File: src/rtl/acum_secuenciador_pkg.sv
`default_nettype none
// ============================================================================
// acum_secuenciador_pkg : shared types and constants for the accumulator sequencer
// Revision: 1.0
// ============================================================================
package acum_secuenciador_pkg;

    typedef enum logic [2:0] {
        ST_IDLE  = 3'd0,
        ST_CLEAR = 3'd1,
        ST_RUN   = 3'd2,
        ST_DRAIN = 3'd3,
        ST_DONE  = 3'd4
    } state_t;

    localparam int         DRAIN_CYCLES     = 2;
    localparam int         DRAIN_CNT_W      = (DRAIN_CYCLES > 1) ? $clog2(DRAIN_CYCLES) : 1;
    localparam logic [1:0] SEL_IDLE_DEFAULT = 2'b00;

    typedef struct packed {
        logic [2:0] data1;
        logic [2:0] data2;
        logic [1:0] sel;
        logic       last;
    } cmd_t;

endpackage
`default_nettype wire

File: src/rtl/acum_secuenciador_contador.sv
`default_nettype none
// ============================================================================
// contador_sat : CNT_W-bit up counter that sticks at all-ones, sync clear/enable
// Revision: 1.0
// ============================================================================
module contador_sat #(
    parameter int CNT_W = 4
) (
    input  logic             clk,
    input  logic             i_rst,
    input  logic             i_clr,
    input  logic             i_en,
    output logic [CNT_W-1:0] o_count
);

    logic [CNT_W-1:0] count_q;
    logic [CNT_W-1:0] count_d;

    always_comb begin
        count_d = count_q;
        if (i_clr) begin
            count_d = '0;
        end else if (i_en && (count_q != {CNT_W{1'b1}})) begin
            count_d = count_q + CNT_W'(1);
        end
    end

    always_ff @(posedge clk) begin
        if (i_rst) begin
            count_q <= '0;
        end else begin
            count_q <= count_d;
        end
    end

    assign o_count = count_q;

endmodule
`default_nettype wire

File: src/rtl/acum_secuenciador.sv
`default_nettype none
// ============================================================================
// acum_secuenciador : command-driven sequencer for the selective-adder accumulator
// Optional ACUM_SEC_ABORT_EN: a sampled overflow ends the job early.
// Revision: 1.0
// ============================================================================
module acum_secuenciador
    import acum_secuenciador_pkg::*;
#(
    parameter logic [1:0] SEL_IDLE = SEL_IDLE_DEFAULT,
    parameter int         CNT_W    = 4
) (
    input  logic             clk,
    input  logic             i_rst,
    input  logic             i_start,
    input  logic             i_cmd_valid,
    output logic             o_cmd_ready,
    input  logic [2:0]       i_cmd_data1,
    input  logic [2:0]       i_cmd_data2,
    input  logic [1:0]       i_cmd_sel,
    input  logic             i_cmd_last,
    output logic [2:0]       o_dp_data1,
    output logic [2:0]       o_dp_data2,
    output logic [1:0]       o_dp_sel,
    output logic             o_dp_rst_n,
    input  logic [5:0]       i_dp_data,
    input  logic             i_dp_overflow,
    output logic             o_busy,
    output logic             o_done,
    output logic [5:0]       o_result,
    output logic             o_err_ovf,
    output logic [CNT_W-1:0] o_op_count
);

    localparam logic [DRAIN_CNT_W-1:0] DRAIN_LAST = DRAIN_CNT_W'(DRAIN_CYCLES - 1);

    state_t                 state_q, state_d;
    logic                   first_run_q, first_run_d;
    logic [DRAIN_CNT_W-1:0] drain_cnt_q, drain_cnt_d;
    logic [2:0]             dp_data1_q, dp_data1_d;
    logic [2:0]             dp_data2_q, dp_data2_d;
    logic [1:0]             dp_sel_q, dp_sel_d;
    logic                   dp_rst_n_q, dp_rst_n_d;
    logic [5:0]             result_q, result_d;
    logic                   err_ovf_q, err_ovf_d;

    cmd_t cmd_in;
    logic cmd_ready;
    logic accept;
    logic ovf_hit;
    logic abort;
    logic drive;
    logic capture;

    assign cmd_in = {i_cmd_data1, i_cmd_data2, i_cmd_sel, i_cmd_last};

    always_comb begin
        cmd_ready   = (state_q == ST_RUN);
        accept      = i_cmd_valid && cmd_ready;
        // The first RUN cycle still shows the flag left over from the clear.
        ovf_hit     = i_dp_overflow &&
                      (((state_q == ST_RUN) && !first_run_q) || (state_q == ST_DRAIN));
`ifdef ACUM_SEC_ABORT_EN
        abort       = ovf_hit;
`else
        abort       = 1'b0;
`endif
        state_d     = state_q;
        first_run_d = 1'b0;
        drain_cnt_d = drain_cnt_q;
        capture     = 1'b0;

        case (state_q)
            ST_IDLE: begin
                if (i_start) begin
                    state_d = ST_CLEAR;
                end
            end
            ST_CLEAR: begin
                state_d     = ST_RUN;
                first_run_d = 1'b1;
            end
            ST_RUN: begin
                if (abort) begin
                    state_d = ST_DONE;
                    capture = 1'b1;
                end else if (accept && cmd_in.last) begin
                    state_d     = ST_DRAIN;
                    drain_cnt_d = '0;
                end
            end
            ST_DRAIN: begin
                if (abort || (drain_cnt_q == DRAIN_LAST)) begin
                    state_d = ST_DONE;
                    capture = 1'b1;
                end else begin
                    drain_cnt_d = drain_cnt_q + DRAIN_CNT_W'(1);
                end
            end
            ST_DONE: begin
                state_d = ST_IDLE;
            end
            default: begin
                state_d = ST_IDLE;
            end
        endcase

        drive      = accept && !abort;
        dp_data1_d = drive ? cmd_in.data1 : 3'd0;
        dp_data2_d = drive ? cmd_in.data2 : 3'd0;
        dp_sel_d   = drive ? cmd_in.sel   : SEL_IDLE;
        dp_rst_n_d = (state_d != ST_CLEAR);
        result_d   = capture ? i_dp_data : result_q;
        err_ovf_d  = (state_q == ST_CLEAR) ? 1'b0 : (err_ovf_q || ovf_hit);
    end

    always_ff @(posedge clk) begin
        if (i_rst) begin
            state_q     <= ST_IDLE;
            first_run_q <= 1'b0;
            drain_cnt_q <= '0;
            dp_data1_q  <= 3'd0;
            dp_data2_q  <= 3'd0;
            dp_sel_q    <= SEL_IDLE;
            dp_rst_n_q  <= 1'b0;
            result_q    <= 6'd0;
            err_ovf_q   <= 1'b0;
        end else begin
            state_q     <= state_d;
            first_run_q <= first_run_d;
            drain_cnt_q <= drain_cnt_d;
            dp_data1_q  <= dp_data1_d;
            dp_data2_q  <= dp_data2_d;
            dp_sel_q    <= dp_sel_d;
            dp_rst_n_q  <= dp_rst_n_d;
            result_q    <= result_d;
            err_ovf_q   <= err_ovf_d;
        end
    end

    contador_sat #(
        .CNT_W (CNT_W)
    ) u_op_count (
        .clk     (clk),
        .i_rst   (i_rst),
        .i_clr   (state_q == ST_CLEAR),
        .i_en    (accept),
        .o_count (o_op_count)
    );

    assign o_cmd_ready = cmd_ready;
    assign o_dp_data1  = dp_data1_q;
    assign o_dp_data2  = dp_data2_q;
    assign o_dp_sel    = dp_sel_q;
    assign o_dp_rst_n  = dp_rst_n_q;
    assign o_busy      = (state_q != ST_IDLE);
    assign o_done      = (state_q == ST_DONE);
    assign o_result    = result_q;
    assign o_err_ovf   = err_ovf_q;

endmodule
`default_nettype wire

File: config.mk
export PLATFORM = sky130hd
export DESIGN_NAME = acum_secuenciador
export DESIGN_NICKNAME = d
export VERILOG_FILES = /design/src/rtl/acum_secuenciador_pkg.sv /design/src/rtl/acum_secuenciador_contador.sv /design/src/rtl/acum_secuenciador.sv
export SDC_FILE = /design/constraint.sdc
export NUM_CORES = 1
export LEC_CHECK = 0
export ABC_AREA = 1
export CAP_MARGIN = 20
export CORE_AREA = 2 2 43 65
export DETAILED_ROUTE_END_ITERATION = 16
export DIE_AREA = 0 0 45 67
export MAX_ROUTING_LAYER = met4
export PLACE_DENSITY_LB_ADDON = 0.08
export SLEW_MARGIN = 10
export SYNTH_ARGS = -nofsm -noshare
export SYNTH_HDL_FRONTEND = slang
export SYNTH_SLANG_ARGS = --single-unit
File: constraint.sdc
create_clock -name clk -period 1.3 [get_ports clk]
set_input_delay 0.26 -clock clk [delete_from_list [all_inputs] [get_ports clk]]
set_output_delay 0.26 -clock clk [all_outputs]
set_load 0.05 [all_outputs]
### Yosys cells after proc, flatten, opt, wreduce, memory -nomap -nowiden

Index checks and enable logic that the tools add are counted.

* reduce and logical (&&, ||, !) cells: 14
* equal/unequal tests: 7
* multiplexer cells: 10
* $add $sub $neg: 2
* bitwise logic cells: 1

Operator list (number)
* $pmux W3 S4: 1
* $mux W3: 3
* $eq A3 B2 Y1 const B: 2
* $logic_and A1 B1 Y1: 5
* $mux W1: 5
* $add A4 B1 Y4 const B: 1
* $ne A4 B4 Y1 const B: 1
* $reduce_or A2 Y1: 2
* $eq A3 B1 Y1 const B: 1
* $eq A3 B3 Y1 const B: 1
* $logic_not A3 Y1: 1
* $ne A3 B1 Y1 const B: 1
* $reduce_bool A3 Y1: 1
* $logic_or A1 B1 Y1: 2
* $ne A2 B1 Y1 const B: 1
* $pmux W1 S2: 1
* $reduce_and A2 Y1: 1
* $reduce_bool A2 Y1: 1
* $add A1 B1 Y1 const B: 1
* $logic_not A1 Y1: 1
* $not A1 Y1: 1

* bits of input ports: 20
* logic and storage cells: 44
* bits in registers: 25
* output and inout port bits: 23

### Logic depth before layout (Yosys ltp)

* word-level depth: 6
* depth in mapped cells: 6
* gate-level depth less buffers: 6

### Cells and area by module

A second synthesis with hierarchy kept.

* cells, all modules: 125
* area total of the unflattened synthesis: 1003.5 um^2

By module, submodules not included
* acum_secuenciador: times used 1, area an instance 779.5 um^2, sequential area each 420.4 um^2, cells each 95
* contador_sat: times used 1, area an instance 224.0 um^2, sequential area each 80.1 um^2, cells each 30

### Worst setup path after synthesis

No wires, ideal clock.

* path type: register to output
* from: register state_q[2]
* to: output o_done
* arrival: 1.534 ns
* buffers on the path: 0
* path slack: -0.494 ns
* stages on the path, launching flop included: 3
* path through: dfxtp_1 > inv_2 > nor3_1

* cells in the longest elaborated chain, start to end: 1

Ends and longest elaborated chain
* start: declaration: RTL line acum_secuenciador.sv:37 `state_t state_q, state_d;`
* start signal: assignment: RTL line acum_secuenciador.sv:129 `state_q <= state_d;`
* $eq A3 B3 Y1: RTL line acum_secuenciador.sv:157 `assign o_done = (state_q == ST_DONE);`
* end: declaration: RTL line acum_secuenciador.sv:29 `output logic o_done,`

Every way passes these cells.

### Worst setup path after layout

* from: register state_q[1]
* to: output o_done

The elaborated chain is that of the path after synthesis.

==> results by group <==
Run status
  – Status: complete, but fails checks
  – Failing checks: negative setup slack

Critical path
  – Endpoint class of the critical path: primary output
  – WP data required: 1040 ps
  – Worst R2R Path Depth: 5
  – WS Path Type: register to primary output
  – R2r setup slk: 110 ps
  – CP startpoint kind: register
  – Reg2Reg Capture Point: u_op_count.o_count[3]
  – Worst Path Arrival: 1120 ps
  – RR Startpoint: u_op_count.o_count[0]
  – Crit Path Max Fanout: 5
  – Critical Path Source: state_q[1]

Finish
  – Antenna cells: 0
  – Area delta synth->final: 86.9%
  – Nets@finish: 201
  – Register area: 520 µm²
  – Final Util: 74.0%
  – Area of the multi-input gates: 399 µm²
  – Commonest non-fill, non-tap cells in the layout: 24 x nor2_1, 23 x buf_12, 19 x dfxtp_1, 19 x clkdlybuf4s50_1, 17 x nand2_1
  – Share of cells above drive strength 1: 33.5%
  – Fillers: 179
  – Finished Layout Cells: 203
  – Most common cell after layout, fill and taps aside: nor2_1

Routing
  – Via Count: 955
  – Detail Route Antenna Nets: 0
  – DR vias/cell: 4.70
  – DRT Pass-1 Iters: 4
  – Routed WL: 2.54 mm
  – DR iter-0 viols: 14
  – Routed length per instance: 12.5 µm
  – Residual DRC count: 0

Floorplan
  – Initial Util: 39.6%
  – Die width: 45 µm
  – Die area: 3020 µm²
  – Core ar.: 2420 µm²
  – Overall die height: 67 µm
  – Top Ports: 43
  – Num rows: 22

Job
  – Maxcap violations: 0

Global route
  – Vias in the first global route: 989
  – Initial antenna violation count: 0
  – First-pass GRT wire length: 4.13 mm
  – Grt ovf: 0
  – Overall Global Routing Usage: 19.1%
  – Largest net degree at the start of global routing: 14

Placement
  – Routability cong.: 0.766
  – Port Buffers: 42
  – Hpwl dp: 1.85 mm
  – Inst Count DP: 191

Yosys
  – Synth top area cells: dfxtp_1 52%, nor2_1 10%, nand2_1 7.4%, inv_1 6.3%, a21oi_1 3.7%
  – Yosys Warn Count: 0
  – Largest area contributor in the netlist: dfxtp_1
  – Syn_area_per_cell: 7.86 µm²
  – Mapped Nets: 143
  – Synth top area share: 52.2%
  – Yosys cell types: 17
  – Register area share after synthesis: 52.2%
  – Mapped Area: 958 µm²
  – Syn Inst Count: 122
  – FF+latch count, synth: 25

CTS
  – TritonCTS clock tree: built
  – Clk pin slew, worst setup/hold paths: 130 ps
  – CTS sink cnt: 25
  – CTS H-tree depth: 1
  – CTS Root Buffer Type: clkbuf_4
  – Cts bufs inserted: 3
  – Clock Tree Buf Depth: 2
  – Clock latency on the worst-skew pair: 310 ps
  – Hold buffers post-CTS: 0

Min path
  – Hold Path End: o_dp_sel[0]
  – Hold crit path type: input pin to register
  – Hold Path Cell Cnt: 3
  – Hold Startpoint: i_cmd_sel[0]

Timing
  – Skew final: 2.98 ps
  – Highest clock rate: 722 MHz
  – # setup viols final: 3
  – Hold Vio Cnt, Final: 0
  – Tcrit/Tclk final: 106%
  – Worst Max-Slew Pin Slew: 233 ps
  – Slew headroom: 84.4%
  – RSZ-0062 raised after global routing: true
  – PnR worst setup slack: -84.3 ps
  – Tmin final: 1380 ps
  – Slew Viols, Final: 0

Power and ir drop
  – Power density over the cells: 823 nW/µm²
  – Leakage: 0.778 nW
  – Max VDD drop: 0.662 mV
-- kinds of logic (layout without fill, tap and decap cells) --
logic type	count (synthesis)	after routing	share of synthesized area [%]
buffers and inverters	20	77	8.62
and+or+nand+nor	61	61	29.6
AOI/OAI and AO/OA	14	14	7.31
DFF	25	25	52.2
adders and majority gates	1	1	1.31
xor gates and xnor gates	1	1	0.914
-- how the worst max path moves through the flow --
stage | endpoint | slack (ps) | cells past startpoint
finish | o_done | -80 | 3
CTS | o_done | -90 | 3
global placement | u_op_count.o_count[1] | 20 | 5
detailed placement | u_op_count.o_count[3] | -30 | 5
floorplan | u_op_count.o_count[3] | 30 | 5
global route | o_done | -130 | 3
-- power by group --
group          switching, mW  internal [mW]  total, mW
combinational          0.158          0.173      0.330
clock                  0.221          0.120      0.341
sequential            0.0219          0.781      0.803
-- registers in the layout, summed over array words and instances, names as in the netlist --
name and count:
drain_cnt_q 1, o_dp_rst_n 1, o_dp_sel 2, o_dp_data1 3, first_run_q 1, state_q 3, o_dp_data2 3, u_op_count.o_count 4
o_result 6, o_err_ovf 1
-- Yosys cell counts, drive strengths merged --
master  number
inv         19
nand3        7
o21ai        7
nand2       19
ha           1
nand4        3
xor2         1
a21oi        7
nor3         2
buf          1
nor2        29
dfxtp       25
nand3b       1
-- stage by stage --
| step | TNS [ps] | total power [mW] | setup slack (ps) | area (µm²) | hold WS [ps] |
|---|---|---|---|---|---|
| 2_1_floorplan | 0 | 0.954 | 34.5 | 973 | 329 |
| 3_3_place_gp | 0 | 1.11 | 16.3 | 1670 | 460 |
| 3_5_place_dp | -79.7 | 1.12 | -31.8 | 1670 | 464 |
| 4_1_cts | -236 | 1.49 | -91.8 | 1770 | 437 |
| 5_1_grt | -351 | 1.54 | -126 | 1790 | 446 |
| 6_report | -226 | 1.47 | -84.3 | 1790 | 450 |
-- layout make-up --
class	count	area share, %
Timing Repair Buffer	54	41.6
Sequential cell	25	29.1
Inverter	19	3.98
Multi-Input combinational cell	77	22.3
Clock buffer	4	1.47
Tap cell	24	1.68
-- metal layers --
layer / GRT usage [%] / share of wire [%] / routed length, µm / vias up
met5: - / 0 / 0 / -
met3: 2.17 / 4.0 / 101 / 4
li1: - / - / - / 491
met4: 9.19 / 1.2 / 31 / 0
met1: 20.4 / 37 / 930 / 433
met2: 33.6 / 58 / 1480 / 27
-- worst max-delay path, cell delays in order, from the launching register on --
cell     delay, ps
dfxtp_4        390
buf_6          120
nor3_4         140
buf_12         160
-- what timing repair did --
item / CTS / global route
setup buffers: 6 / 2
gates cloned: 0 / 0
endpoints found under the setup margin: 3 / 7
pin swaps: 2 / 2
gates resized for setup: 11 / 4
Power figures use the tool's default switching activity.
